## config.mk

```make
export PLATFORM = sky130hd
export DESIGN_NAME = decode_sched
export DESIGN_NICKNAME = d
export VERILOG_FILES = /design/src/rtl/decode_pkg.sv /design/src/rtl/decode_rr_arb.sv /design/src/rtl/decode_sched.sv
export SDC_FILE = /design/constraint.sdc
export NUM_CORES = 1
export LEC_CHECK = 0
export ABC_CLOCK_PERIOD_IN_PS = 2270
export BUFFER_PORTS_ARGS = -buffer_cell sky130_fd_sc_hd__buf_2
export CAP_MARGIN = 20
export CORE_ASPECT_RATIO = 1.1
export CORE_UTILIZATION = 40
export DETAILED_ROUTE_END_ITERATION = 10
export PLACE_DENSITY_LB_ADDON = 0.15
export SLEW_MARGIN = 5
export SYNTH_ARGS = -nofsm -noshare
export SYNTH_HDL_FRONTEND = slang
export SYNTH_SLANG_ARGS = --single-unit
```

## constraint.sdc

```tcl
create_clock -name clk -period 2.27 [get_ports clk]
set_clock_uncertainty 0.05 [all_clocks]
set_input_delay 0.1135 -clock clk [delete_from_list [all_inputs] [get_ports clk]]
set_output_delay 0.1135 -clock clk [all_outputs]
set_load 0.01 [all_outputs]
```

## src/rtl/decode_pkg.sv

```systemverilog
// Shared types and constants for the decode scheduler.
package decode_pkg;

    // Job FSM encoding (3 bits).
    typedef enum logic [2:0] {
        StIdle  = 3'd0,
        StClr   = 3'd1,
        StStart = 3'd2,
        StRun   = 3'd3,
        StFin   = 3'd4
    } state_e;

    // Job result codes reported on status alongside doneN.
    localparam logic [1:0] ST_OK  = 2'b00;
    localparam logic [1:0] ST_OVF = 2'b01;
    localparam logic [1:0] ST_TMO = 2'b10;

endpackage

```

## src/rtl/decode_rr_arb.sv

```systemverilog
// Two-way round-robin arbiter: the channel not granted last wins a tie.
module decode_rr_arb (
    input  logic [1:0] req_i,
    input  logic       ptr_i,      // index of the last granted channel
    output logic       gnt_idx_o,
    output logic       gnt_vld_o
);

    // Single requester wins outright; on a tie the pointer is inverted.
    always_comb begin
        gnt_vld_o = |req_i;
        if (&req_i) begin
            gnt_idx_o = ~ptr_i;
        end else begin
            gnt_idx_o = req_i[1];
        end
    end

endmodule

```

## src/rtl/decode_sched.sv

```systemverilog
// Two-channel decoder job scheduler: arbitrates requests, sequences the decoder
// through clear/start, counts output bytes and ends each job with a status.
module decode_sched
    import decode_pkg::*;
#(
    parameter int unsigned LEN_W = 16,
    parameter int unsigned TMO   = 16'hFFFF
) (
    input  logic             clk,
    input  logic             rst,
    input  logic             req0,
    input  logic             req1,
    input  logic [LEN_W-1:0] len0,
    input  logic [LEN_W-1:0] len1,
    output logic             sel,
    output logic             busy,
    output logic             dec_clr,
    output logic             dec_ce,
    input  logic             dec_valid,
    input  logic             dec_done,
    output logic             done0,
    output logic             done1,
    output logic [1:0]       status,
    output logic [LEN_W-1:0] byte_cnt
);

    // Idle counter only has to reach TMO-1.
    localparam int unsigned   IdleW   = (TMO > 2) ? $clog2(TMO) : 1;
    localparam logic [IdleW-1:0] IdleMax = IdleW'(TMO - 1);
    localparam logic [LEN_W-1:0] CntMax  = '1;

    state_e           state_q, state_d;
    logic             sel_q, sel_d;
    logic             ptr_q, ptr_d;
    logic [LEN_W-1:0] len_q, len_d;
    logic [LEN_W-1:0] cnt_q, cnt_d;
    logic [IdleW-1:0] idle_q, idle_d;
    logic             busy_q, busy_d;
    logic             clr_q, clr_d;
    logic             ce_q, ce_d;
    logic             done0_q, done0_d;
    logic             done1_q, done1_d;
    logic [1:0]       status_q, status_d;

    logic             gnt_idx;
    logic             gnt_vld;
    logic [LEN_W-1:0] cnt_inc;

    decode_rr_arb u_arb (
        .req_i     ({req1, req0}),
        .ptr_i     (ptr_q),
        .gnt_idx_o (gnt_idx),
        .gnt_vld_o (gnt_vld)
    );

    // Byte counter saturates rather than wrapping.
    assign cnt_inc = (cnt_q != CntMax) ? cnt_q + LEN_W'(1) : cnt_q;

    // Next-state, counters and registered-output next values.
    always_comb begin
        state_d  = state_q;
        sel_d    = sel_q;
        ptr_d    = ptr_q;
        len_d    = len_q;
        cnt_d    = cnt_q;
        idle_d   = idle_q;
        status_d = status_q;

        unique case (state_q)
            StIdle: begin
                if (gnt_vld) begin
                    sel_d   = gnt_idx;
                    len_d   = gnt_idx ? len1 : len0;
                    cnt_d   = '0;
                    idle_d  = '0;
                    state_d = StClr;
                end
            end
            StClr:   state_d = StStart;
            StStart: state_d = StRun;
            StRun: begin
                if (dec_done) begin
                    // A byte arriving with the end marker still counts.
                    if (dec_valid) cnt_d = cnt_inc;
                    status_d = ST_OK;
                    state_d  = StFin;
                end else if (dec_valid && (len_q != '0) && (cnt_q == len_q)) begin
                    // The overflowing byte is dropped; len of 0 means no limit.
                    status_d = ST_OVF;
                    state_d  = StFin;
                end else if (dec_valid) begin
                    cnt_d  = cnt_inc;
                    idle_d = '0;
                end else if (idle_q == IdleMax) begin
                    status_d = ST_TMO;
                    state_d  = StFin;
                end else begin
                    idle_d = idle_q + IdleW'(1);
                end
            end
            StFin: begin
                ptr_d   = sel_q;
                state_d = StIdle;
            end
            default: state_d = StIdle;
        endcase

        // Outputs are registered, so derive them from the state being entered.
        busy_d  = (state_d != StIdle);
        clr_d   = (state_d == StClr);
        ce_d    = (state_d == StStart);
        done0_d = (state_d == StFin) && !sel_d;
        done1_d = (state_d == StFin) && sel_d;
    end

    // State and output registers with asynchronous reset.
    always_ff @(posedge clk or posedge rst) begin
        if (rst) begin
            state_q  <= StIdle;
            sel_q    <= 1'b0;
            ptr_q    <= 1'b0;
            len_q    <= '0;
            cnt_q    <= '0;
            idle_q   <= '0;
            busy_q   <= 1'b0;
            clr_q    <= 1'b0;
            ce_q     <= 1'b0;
            done0_q  <= 1'b0;
            done1_q  <= 1'b0;
            status_q <= ST_OK;
        end else begin
            state_q  <= state_d;
            sel_q    <= sel_d;
            ptr_q    <= ptr_d;
            len_q    <= len_d;
            cnt_q    <= cnt_d;
            idle_q   <= idle_d;
            busy_q   <= busy_d;
            clr_q    <= clr_d;
            ce_q     <= ce_d;
            done0_q  <= done0_d;
            done1_q  <= done1_d;
            status_q <= status_d;
        end
    end

    assign sel      = sel_q;
    assign busy     = busy_q;
    assign dec_clr  = clr_q;
    assign dec_ce   = ce_q;
    assign done0    = done0_q;
    assign done1    = done1_q;
    assign status   = status_q;
    assign byte_cnt = cnt_q;

endmodule

```

==> results.json, run 1 <==
{
  "status": "complete, no violations",
  "synth.top_cell.area_share_pct": 43.5,
  "synth_warnings": 0,
  "end_kind": "register",
  "vias_per_cell": 5.66,
  "cts_max_level": 3,
  "async_flop_share_pct": 100,
  "synthAdderAreaFrac_pct": 1.09,
  "path_class": "register to register",
  "nets": 504,
  "ios": 62,
  "chipWidth_um": 90.5,
  "hpwl_mm": 6.98,
  "setup_viol": 0,
  "route.detailed.drc": 0,
  "grt_pass1_vias": 3093,
  "cp.required_ps": 2500,
  "rows": 35,
  "drive_gt1_share_pct": 28.8,
  "cts.clk_slew.worst_paths_ps": 70,
  "die_h_um": 99.4,
  "power_mw": 3.96,
  "regToRegSetupSlack_ps": 60,
  "synth_edf_count": 0,
  "clk_latency_ps": 350,
  "max_slew_margin_pct": 59.6,
  "ir_worst_vdd_mv": 0.483,
  "synth.distinct_cells": 50,
  "holdWs_ps": 6.19,
  "drtPass1Iterations": 4,
  "yosysTopAreaCell": "dfrtp_1",
  "grt_antenna_before_repair": 0,
  "synth.area.mux_share_pct": 5.59,
  "grt_max_degree": 38,
  "dieArea_sq_mm": 0.00900,
  "synth-main-ff-cell": "dfrtp_1",
  "min_path_type": "primary input to register",
  "num-fill-cells": 779,
  "wire_per_inst_um": 16.1,
  "drtAntennaViolNets": 0,
  "clock_path_buffers": 2,
  "synth_top_family_by_area": "simple AND/OR/NAND/NOR gates",
  "mostFrequentLayoutCells": "buf_2, dfrtp_1, nand2_1",
  "cp_data_arrival_time_ps": 2440,
  "startpoint_type": "register",
  "synth_area_leaders": "dfrtp_1, mux2i_1, o21ai_0, a21oi_1, nand2_1",
  "place.gp.congestion": 0.898,
  "leakagePower_nw": 1.96,
  "grt_overflow_total": 0,
  "cap_viol_max_count": 0,
  "rr_endpoint": "idle_q[10]",
  "cts.sinks": 60,
  "reg2reg_from": "len_q[11]",
  "fmax_ghz": 0.453,
  "cts_root_buf": "clkbuf_8",
  "syn-num-nets": 415,
  "drt_iter0_markers": 145,
  "hold_viol": 0,
  "rr_worst_depth": 7,
  "worst_pin_slew_ps": 602,
  "portBuffers": 61,
  "min_from": "len0[6]",
  "synth_compound_area_share_pct": 15.9,
  "initial_core_util_pct": 41.2,
  "synth_cells": 374,
  "fin_crit_sh_pct": 97.4,
  "wl_mm": 9.31,
  "synth_xor_xnor_area_share_pct": 4.32,
  "final_common_cell": "buf_2",
  "crit_fanout": 25,
  "grt_setup_unrepaired": "true",
  "synth-seq-area-share_pct": 43.5,
  "synthSimpleGateAreaFrac_pct": 26.3,
  "synthToLayoutAreaGrowth_pct": 26.3,
  "post_cts_buffers": 0,
  "grt_util_all_layers_pct": 21.5,
  "cts_tree": "yes",
  "synth_area_sq_mm": 0.00345,
  "antennaDiodeCount": 0,
  "ys_seq_elements": 60,
  "grt_pass1_wl_mm": 15.0,
  "holdPathEnd": "len_q[6]",
  "vias": 3275,
  "postLayoutCoreUtil_pct": 52.1,
  "min_period_ps": 2210,
  "cts_buffers": 9,
  "synth.avg_cell_area_sq_um": 9.22,
  "powerDensity_mw_per_mm2": 909,
  "coreArea_sq_mm": 0.00836,
  "whs_path_depth": 3,
  "drv_slew": 0
}
[area by class of cell]
cell class	count	area (sq um)	area share, %
clock buffer	11	141	3.25
timing repair buffer	97	603	13.8
tap	111	139	3.19
sequential	60	1500	34.5
multi-input combinational	290	1880	43.1
clock inverter	5	75.1	1.72
inverter	5	18.8	0.431
[how the worst max path moves through the flow]
stage / from / endpoint
after floorplan: len_q[0] / idle_q[8]
final: len_q[11] / idle_q[10]
after global routing: len_q[11] / idle_q[10]
after global placement: len_q[13] / byte_cnt[10]
after detailed placement: len_q[13] / byte_cnt[10]
after CTS: len_q[13] / byte_cnt[10]
[flip-flops by register name (all words and copies together), names as in the netlist, 2 cells and up]
register and flops:
byte_cnt 16, status 2, state_q 3, len_q 16
idle_q 16
[repair_timing]
action,in CTS,in global routing
endpoints found under the hold margin,11,0
endpoints found under the setup margin,0,11
resized for setup,0,9
hold buffers,1,0
[cells by family (layout without fill, tap and decap cells)]
logic type      count (synthesis)  in the layout
flops                          60             60
xor+xnor                       17             17
mux                            19             19
compound gates                 90             90
simple gates                  161            161
buf+inv                        24            118
fa+ha+maj                       3              3
[cell usage after synthesis (4+ instances only)]
master / n
dfrtp_1: 60
nor3_1: 6
o21ai_0: 31
nand3_1: 18
nand2_1: 37
clkbuf_1: 9
nor2_1: 17
or4_1: 12
buf_2: 7
xnor2_1: 13
nand4_1: 18
a21oi_1: 29
xor2_1: 4
o31ai_1: 12
inv_1: 4
mux2i_1: 17
and3_1: 11
nor4_1: 8
or3_1: 13
[routing by layer]
metal  wire (um)  vias to the layer above  GRT usage [%]  part of all wire, %
met5           0                        -              0                    0
met4         213                        0           9.80                  2.3
met3         384                       15           2.60                  4.1
met2        4810                       80           39.0                   52
met1        3900                     1594           25.5                   42
li1            -                     1586              -                    -
[worst max-delay path: stages (launching register included)]
cell and delay (ps):
dfrtp_1 420, nor4_2 290, and4_1 260, nor4_1 90, and2_1 170, buf_12 160
or4b_1 540, a21oi_2 170
[report_power, final]
group          switching, mW  total, mW  internal [mW]
combinational          0.755       1.35          0.598
sequential             0.218       1.52           1.30
clock                  0.445       1.09          0.643
[per-stage QoR]
| stage | setup slack [ps] | cell area [sq um] | cells | setup TNS [ps] |
|---|---|---|---|---|
| after detailed placement | 70.4 | 4090 | 562 | 0 |
| after floorplan | 219 | 3450 | 374 | 0 |
| final | 60.2 | 4360 | 579 | 0 |
| after CTS | 52.7 | 4320 | 579 | 0 |
| after global placement | 89.3 | 4090 | 562 | 0 |
| after global routing | -31.3 | 4360 | 579 | -73.9 |
Power figures use the tool's default switching activity.
==> run 2, diff against run 1 <==
Settings changed: SYNTH_HIERARCHICAL set to 1.
==> run 2 against run 1 <==
  * Maximum frequency up 3.7%
  * Final cell count shrank 3.6%
  * Wire length is 7.5% lower
  * Via count fell by 5.4%
  * Count of clock-buffer cells in the layout shrank 1
  * Non-clock buffer count shrank 4
  * Worst hold slack gained 2.0 ps
  * Utilization grew 0.34 points
  * Setup slack better by 79 ps
  * Critical path type unchanged
  * Highest routed layer unchanged
==> results.json, run 2 <==
{
  "status": "complete, no violations",
  "synth_edf_count": 0,
  "cell_internal_pwr_mw": 2.55,
  "clk_latency_ps": 350,
  "switching_power_mw": 1.49,
  "nets": 486,
  "vias": 3099,
  "cts_root_buf": "clkbuf_8",
  "antennaDiodeCount": 0,
  "synth-main-ff-cell": "dfrtp_1",
  "die_h_um": 98.6,
  "cp.required_ps": 2490,
  "drv_slew": 0,
  "synth.cells.most_frequent": "dfrtp_1, a21oi_1, nand2_1, nor2_1, nand4_1",
  "hpwl_mm": 6.24,
  "synth_cells": 360,
  "wl_mm": 8.61,
  "rr_worst_depth": 7,
  "crit_start": "len_q[8]",
  "synth_warnings": 6,
  "initial_core_util_pct": 42.0,
  "grt_antenna_before_repair": 0,
  "wire_per_inst_um": 15.4,
  "drtAntennaViolNets": 0,
  "synthToLayoutAreaGrowth_pct": 25.0,
  "clock_path_buffers": 2,
  "rr_endpoint": "byte_cnt[9]",
  "ys_seq_elements": 60,
  "crit_fanout": 31,
  "end_kind": "register",
  "place.gp.congestion": 0.863,
  "cap_viol_max_count": 0,
  "route.detailed.drc": 0,
  "fin_tns_setup_ps": 0,
  "cts.clk_slew.worst_paths_ps": 80,
  "grt_setup_unrepaired": "false",
  "syn-num-nets": 401,
  "cts_buffers": 9,
  "drt_iter0_markers": 99,
  "max_slew_margin_pct": 64.8,
  "postLayoutCoreUtil_pct": 52.4,
  "final_common_cell": "buf_2",
  "synth.top_cell.area_share_pct": 44.3,
  "vias_per_cell": 5.55,
  "cts_tree": "yes",
  "startpoint_type": "register",
  "grt_overflow_total": 0,
  "mostFrequentLayoutCells": "buf_2, dfrtp_1, a21oi_1",
  "powerDensity_mw_per_mm2": 953,
  "rows": 34,
  "grt_max_degree": 38,
  "worst_pin_slew_ps": 527,
  "fin_crit_sh_pct": 93.9,
  "yosysTopAreaCell": "dfrtp_1",
  "regToRegSetupSlack_ps": 140,
  "num-fill-cells": 760,
  "cts_max_level": 3,
  "grt_util_all_layers_pct": 20.8,
  "sw_frac_of_total_pct": 36.9,
  "coreArea_sq_mm": 0.00808,
  "fmax_ghz": 0.469,
  "synth.distinct_cells": 52,
  "async_flop_share_pct": 100,
  "synth_area_sq_mm": 0.00339,
  "grt_pass1_wl_mm": 14.7,
  "synth.most_common_cell": "dfrtp_1",
  "ios": 62,
  "hold_viol": 0,
  "synth_area_leaders": "dfrtp_1, a21oi_1, mux2i_1, xnor2_1, nand4_1",
  "drive_gt1_share_pct": 28.7,
  "min_path_type": "primary input to register",
  "grt_pass1_vias": 2985,
  "cts.sinks": 60,
  "leakagePower_nw": 1.88,
  "power_frac_comb_pct": 33.3,
  "ir_worst_vdd_mv": 0.527,
  "holdWs_ps": 8.21,
  "min_period_ps": 2130,
  "path_class": "register to register",
  "endpoint": "byte_cnt[9]",
  "portBuffers": 61,
  "cp_data_arrival_time_ps": 2350,
  "chipWidth_um": 89.8,
  "synth.avg_cell_area_sq_um": 9.42,
  "dieArea_sq_mm": 0.00885,
  "synth-seq-area-share_pct": 44.3,
  "drtPass1Iterations": 4,
  "setup_viol": 0,
  "reg2reg_from": "len_q[8]",
  "power_frac_seq_pct": 40.0,
  "clock_power_share_pct": 26.7
}
## run 2: changes by cell type in the layout (fill, tap and decap cells not counted), moves of 5 or more
cell / change
o21ai_0: -15
a21oi_1: +14
a31oi_1: +12
nand2_1: -11
nor2_1: +9
o31ai_1: -8
a21oi_2: -6
buf_4: -6
a41oi_1: +5
## run 2: how the worst min path moves through the flow
stage                     slack, ps  cells past startpoint     start         end
final                             8                      3   len0[1]    len_q[1]
after floorplan                 240                      2  dec_done   status[1]
after detailed placement        130                      2       rst       done0
after global placement          140                      2       rst  state_q[2]
after CTS                         4                      3   len0[1]    len_q[1]
after global routing             40                      3   len0[4]    len_q[4]
## run 2: worst max-delay path, stage by stage (launching register included)
cell and delay [ps]:
dfrtp_1 410, nor4_1 320, nand4_1 130, nand4_1 220, nor3_4 80, buf_12 160
or4_1 500, a21oi_1 170
## run 2: cells by family (layout without fill, tap and decap cells)
family / Yosys count / count (layout) / share of synthesized area [%]
XOR/XNOR: 16 / 16 / 4.13
multiplexers: 19 / 19 / 5.68
flip-flops: 60 / 60 / 44.3
buffers and inverters: 26 / 116 / 4.76
AO/OA/AOI/OAI: 91 / 91 / 16.5
AND/OR/NAND/NOR: 145 / 145 / 23.6
adder cells (fa/ha/maj): 3 / 3 / 1.11
## run 2: metal layers
layer	wire length (um)	track usage (%)	vias up
met5	0	0	-
li1	-	-	1512
met4	258	10.1	0
met3	397	2.85	17
met1	3830	27.3	1488
met2	4120	34.2	82
## run 2: stage by stage
step / cell area (sq um) / setup WS, ps / power [mW] / cells
after floorplan: 3390 / 250 / 2.52 / 360
after global placement: 3970 / 60.1 / 2.91 / 539
after detailed placement: 3970 / 57.2 / 2.93 / 539
after CTS: 4190 / 53.2 / 4.02 / 556
after global routing: 4240 / 1.57 / 4.32 / 558
final: 4240 / 139 / 4.04 / 558
## run 2: area by class of cell
class | instances | area, sq um | area share [%]
clock buffer | 10 | 128 | 3.01
sequential | 60 | 1500 | 35.4
clock inverter | 6 | 88.8 | 2.10
tap | 108 | 135 | 3.19
timing repair buffer | 93 | 598 | 14.1
inverter | 7 | 26.3 | 0.620
multi-input combinational | 274 | 1760 | 41.5
## run 2: what timing repair did
action                                  CTS  global route
hold endpoints to repair                 23             0
hold buffers                              1             0
endpoints found under the setup margin    0            11
setup buffers                             0             2
resized for setup                         0             5
## run 2: power by group through the flow
| stage | clock network, mW | logic, mW | registers (mW) |
|---|---|---|---|
| floorplan | 0 | 0.977 | 1.54 |
| global placement | 0 | 1.31 | 1.61 |
| detailed placement | 0 | 1.31 | 1.62 |
| CTS | 1.10 | 1.32 | 1.60 |
| global route | 1.14 | 1.51 | 1.66 |
| finish | 1.08 | 1.35 | 1.61 |
